### config.mk
export PLATFORM = sky130hd
export DESIGN_NAME = task1_sweep_fsm
export DESIGN_NICKNAME = d
export VERILOG_FILES = /design/src/rtl/task1_pkg.sv /design/src/rtl/task1_sweep_fsm.sv
export SDC_FILE = /design/constraint.sdc
export NUM_CORES = 1
export LEC_CHECK = 0
export ABC_AREA = 1
export BUFFER_PORTS_ARGS = -buffer_cell sky130_fd_sc_hd__clkbuf_2
export CORE_AREA = 5 5 42 44
export CTS_CLUSTER_SIZE = 14
export DETAILED_ROUTE_END_ITERATION = 7
export DIE_AREA = 0 0 47 49
export PLACE_DENSITY = 0.66
export REMOVE_ABC_BUFFERS = 1
export SYNTH_ARGS = -nofsm -noshare
export SYNTH_HDL_FRONTEND = slang
export SYNTH_SLANG_ARGS = --single-unit
### constraint.sdc
create_clock -name clk -period 1.5 [get_ports clk]
set_input_delay 0.225 -clock clk [delete_from_list [all_inputs] [get_ports clk]]
set_output_delay 0.225 -clock clk [all_outputs]
set_load 0.01 [all_outputs]
### src/rtl/task1_pkg.sv
// Shared types and constants for the task1 P/Q sweep checker.
// Holds the FSM state encoding and the expected {P,Q} table indexed by {A,B,C}.
package task1_pkg;

    typedef enum logic [1:0] {
        IDLE   = 2'd0,
        SETTLE = 2'd1,
        CHECK  = 2'd2,
        DONE   = 2'd3
    } state_t;

    localparam int NUM_VEC = 8;

    // Index 0 is {A,B,C}=000; each entry is {P,Q}.
    localparam logic [1:0] EXP_PQ [8] = '{
        2'b01, 2'b11, 2'b01, 2'b00,
        2'b10, 2'b10, 2'b00, 2'b00
    };

endpackage

### src/rtl/task1_sweep_fsm.sv
// Sweep sequencer: state register, current vector and settle counter.
// The state is exported so checkers can bind to it directly.
module task1_sweep_fsm
    import task1_pkg::*;
#(
    parameter int SETTLE_CYCLES = 2
) (
    input  logic       clk,
    input  logic       reset,
    input  logic       start,
    output state_t     state,
    output logic [2:0] vec,
    output logic       accept,
    output logic       check_en
);

    localparam logic [3:0] SETTLE_LOAD = 4'(SETTLE_CYCLES - 1);
    localparam logic [2:0] LAST_VEC    = 3'(NUM_VEC - 1);

    state_t     state_nx;
    logic [2:0] vec_nx;
    logic [3:0] scnt;
    logic [3:0] scnt_nx;

    // start is a one-cycle request with no ready: it is taken only when the
    // sequencer sits in IDLE or DONE, and is silently dropped otherwise.
    always_ff @(posedge clk) begin
        if (reset) begin
            state <= IDLE;
            vec   <= 3'd0;
            scnt  <= 4'd0;
        end else begin
            state <= state_nx;
            vec   <= vec_nx;
            scnt  <= scnt_nx;
        end
    end

    always_comb begin
        state_nx = state;
        vec_nx   = vec;
        scnt_nx  = scnt;
        accept   = 1'b0;
        check_en = 1'b0;
        case (state)
            IDLE, DONE: begin
                if (start) begin
                    accept   = 1'b1;
                    vec_nx   = 3'd0;
                    scnt_nx  = SETTLE_LOAD;
                    state_nx = SETTLE;
                end
            end
            SETTLE: begin
                if (scnt == 4'd0) begin
                    state_nx = CHECK;
                end else begin
                    scnt_nx = scnt - 4'd1;
                end
            end
            CHECK: begin
                check_en = 1'b1;
                if (vec == LAST_VEC) begin
                    state_nx = DONE;
                end else begin
                    vec_nx   = vec + 3'd1;
                    scnt_nx  = SETTLE_LOAD;
                    state_nx = SETTLE;
                end
            end
            default: state_nx = IDLE;
        endcase
    end

endmodule

==> qor.log <==
qor: status.run_status finished clean
qor: layout.nNetsFinal 110
qor: critical_path.slowest_stage sky130_fd_sc_hd__dfxtp_1
qor: clocking.cts_inserted_buffers 3
qor: critical_path.critical_path.reg2reg.startpoint vec[0]
qor: clocking.ctsRootBufferMaster sky130_fd_sc_hd__clkbuf_4
qor: synth.synth_seq_cells 9
qor: global_route.global_route.usage.total 0.1275
qor: critical_path.cp_data_required_time 1.66 ns
qor: floorplanning.floorplan.die.height 49 um
qor: worst_hold_path.worstHoldPathType input pin to flip-flop
qor: global_route.first_global_vias 554
qor: job.cap_violations 0
qor: clocking.htreeDepth 1
qor: synth.yosys.area.top_type_share 0.3000
qor: sta.max_freq 0.7367 GHz
qor: clocking.clkTransAtPathRegs 0.06 ns
qor: synth.post_synth_inst_count 84
qor: synth.synth.yosys.seq_area_share 0.3000
qor: floorplanning.initial_utilization 0.4286
qor: sta.timing_worst_slew_pin_value 0.2282 ns
qor: floorplanning.floorplan.io_pins 10
qor: clocking.cts.repair_timing.setup_buffer_count 0
qor: place.numPortBuffers 9
qor: floorplanning.floorplan.die_area 2303 um^2
qor: sta.final_period_minus_worst_setup_slack 1.357 ns
qor: layout.final_cell_mix sky130_fd_sc_hd__nand2_1 (18), sky130_fd_sc_hd__inv_1 (13), sky130_fd_sc_hd__clkbuf_2 (9), sky130_fd_sc_hd__dfxtp_1 (9)
qor: power_and_ir_drop.power_density 1526 nW/um^2
qor: clocking.cts_tree built
qor: floorplanning.die_width 47 um
qor: critical_path.ff2ff_path_depth 10
qor: sta.slew_limit_fails 0
qor: floorplanning.core.rowCount 14
qor: clocking.clockBufferDepth 2
qor: synth.post_synth_main_area_contributors sky130_fd_sc_hd__dfxtp_1 (30%), sky130_fd_sc_hd__ha_1 (15%), sky130_fd_sc_hd__nand2_1 (12%)
qor: global_route.grt_antenna_before_repair 0
qor: global_route.grt_pass1_wl 2180 um
qor: synth.synth_area 600.6 um^2
qor: critical_path.critical_path.startpoint vec[0]
qor: critical_path.timing.critical_path.to_type flip-flop
qor: layout.mostFrequentLayoutCell sky130_fd_sc_hd__nand2_1
qor: detailed_routing.drc_violation_count_after_routing 0
qor: detailed_routing.detail-route-antenna-nets 0
qor: critical_path.critical_path.max_stage_delay 0.32 ns
qor: synth.ys_types 18
qor: sta.grt_setup_unrepaired no
qor: critical_path.critical_path.reg2reg.endpoint scnt[3]
qor: clocking.ctsHoldBuffers 0
qor: clocking.post_cts_resized 0
qor: layout.fraction_of_layout_cells_with_a_size_suffix_above_1 0.3131
qor: critical_path.critPathArrivalTime 1.52 ns
qor: clocking.cts.sink_count 9
qor: sta.report.final.setup_viol 0
qor: global_route.gr-total-overflow 0
qor: global_route.grt_max_degree 7
qor: detailed_routing.totalWireLength 1133 um
qor: synth.syn_area_per_cell 7.150 um^2
qor: layout.core_occupancy_in_the_finished_layout 0.5170
qor: critical_path.startpoint_type flip-flop
qor: detailed_routing.via_count 523
qor: power_and_ir_drop.ir_worst_vdd 0.9186 mV
qor: sta.final_hold_violating_endpoints 0
qor: detailed_routing.drt_first_pass_iters 4
qor: critical_path.timing.critical_path.to scnt[3]
qor: synth.synth_top_area_cell sky130_fd_sc_hd__dfxtp_1
qor: clocking.clkLatencyLatePin 0.26 ns
qor: sta.min_period_over_period 0.9049
qor: place.gpl.final_weighted_congestion 0.7523
qor: detailed_routing.drt_iter0_markers 7
qor: critical_path.critical_path_peak_fanout 5
qor: worst_hold_path.hold_path_depth 2
qor: synth.yosysWarningCount 0
qor: floorplanning.core_area 1401 um^2
qor: sta.finalClockSkew 0.001462 ns
qor: place.detailedPlacementHpwl 950.7 um
qor: detailed_routing.avgRoutedWirePerCell 9.852 um
qor: layout.antenna_cells 0
qor: power_and_ir_drop.p_leak 0.3554 nW
qor: critical_path.cp_common_cell sky130_fd_sc_hd__nand2_2
qor: critical_path.reg2reg_setup_slack 0.14 ns
qor: critical_path.setup.worst_path.class flip-flop to flip-flop
qor: sta.finalSetupTns 0 ns
qor: critical_path.cp_cell_sequence ha_1, ha_2, nand2_2, inv_2, nor2_4, nand2_4, inv_2, nand2_2, nand2_2, nor2_2
qor: layout.syn_to_final_growth 20.63%
qor: detailed_routing.via_per_inst 4.548
qor: sta.timing.max_slew.rel_slack 0.8479
power by group:
part	switching, mW	internal [mW]
Sequential	0.0401	0.287
Combinational	0.356	0.236
Clock	0.0833	0.102
Total	0.480	0.626
cell families (layout without fill, tap and decap cells):
kind of cell / Yosys count / count (layout) / share of synthesized area
compound gates: 10 / 10 / 0.08332
fa+ha+maj: 7 / 7 / 0.1458
buf+inv: 17 / 32 / 0.1062
flops: 9 / 9 / 0.3000
simple gates: 41 / 41 / 0.3646
final cells by class:
type,instances,area (um^2)
Inverter,17,63.81
Clock buffer,4,26.28
Multi-Input combinational cell,58,374.1
Fill cell,160,676.9
Tap cell,16,20.02
Sequential cell,9,180.2
Timing Repair Buffer,11,60.06
per-layer routing:
layer,GRT usage,up-vias,part of all wire
met5,0,-,0
met4,0.05530,0,0.016
met3,0.04428,4,0.040
met2,0.2014,9,0.51
met1,0.1495,219,0.43
li1,-,291,-
per-stage QoR:
step	hold slack, ns	std cells	power (mW)	setup WS, ns	area (um^2)
2_1_floorplan	0.2941	84	0.7798	0.09072	600.6
3_3_place_gp	0.4648	111	0.9037	0.1448	680.7
3_5_place_dp	0.4661	111	0.9088	0.07610	680.7
4_1_cts	0.2055	115	1.099	0.07291	706.9
5_1_grt	0.2159	115	1.249	0.02404	724.4
6_report	0.2168	115	1.105	0.1427	724.4
worst min-delay path by stage:
stage	startpoint	endpoint
4_1_cts	reset	vec[1]
2_1_floorplan	reset	scnt[1]
3_3_place_gp	scnt[1]	scnt[1]
6_report	reset	vec[2]
5_1_grt	reset	vec[2]
3_5_place_dp	scnt[1]	scnt[1]
flip-flops by register name, summed over array words and instances, names as in the netlist:
signal	count
scnt	4
state	2
vec	3
critical path, delay by kind of cell (launching register included):
family	cells	cell delay (ns)
and+or+nand+nor	6	0.44
buffers and inverters	2	0.10
adders and majority gates	2	0.39
DFF	1	0.32
cells in the mapped netlist:
cell type,n
sky130_fd_sc_hd__dfxtp_1,9
sky130_fd_sc_hd__nor2_1,7
sky130_fd_sc_hd__nand3b_1,1
sky130_fd_sc_hd__a21oi_1,7
sky130_fd_sc_hd__nand4_1,1
sky130_fd_sc_hd__o21ai_1,2
sky130_fd_sc_hd__inv_2,4
sky130_fd_sc_hd__nor2_2,2
sky130_fd_sc_hd__nand2_4,1
sky130_fd_sc_hd__nand3_4,1
sky130_fd_sc_hd__nor2_4,2
sky130_fd_sc_hd__nand2_1,19
sky130_fd_sc_hd__ha_1,7
sky130_fd_sc_hd__nand3_1,3
sky130_fd_sc_hd__nor3_2,1
sky130_fd_sc_hd__nand2_2,3
sky130_fd_sc_hd__o21ai_0,1
sky130_fd_sc_hd__inv_1,13
(Power assumes the default switching activity.)
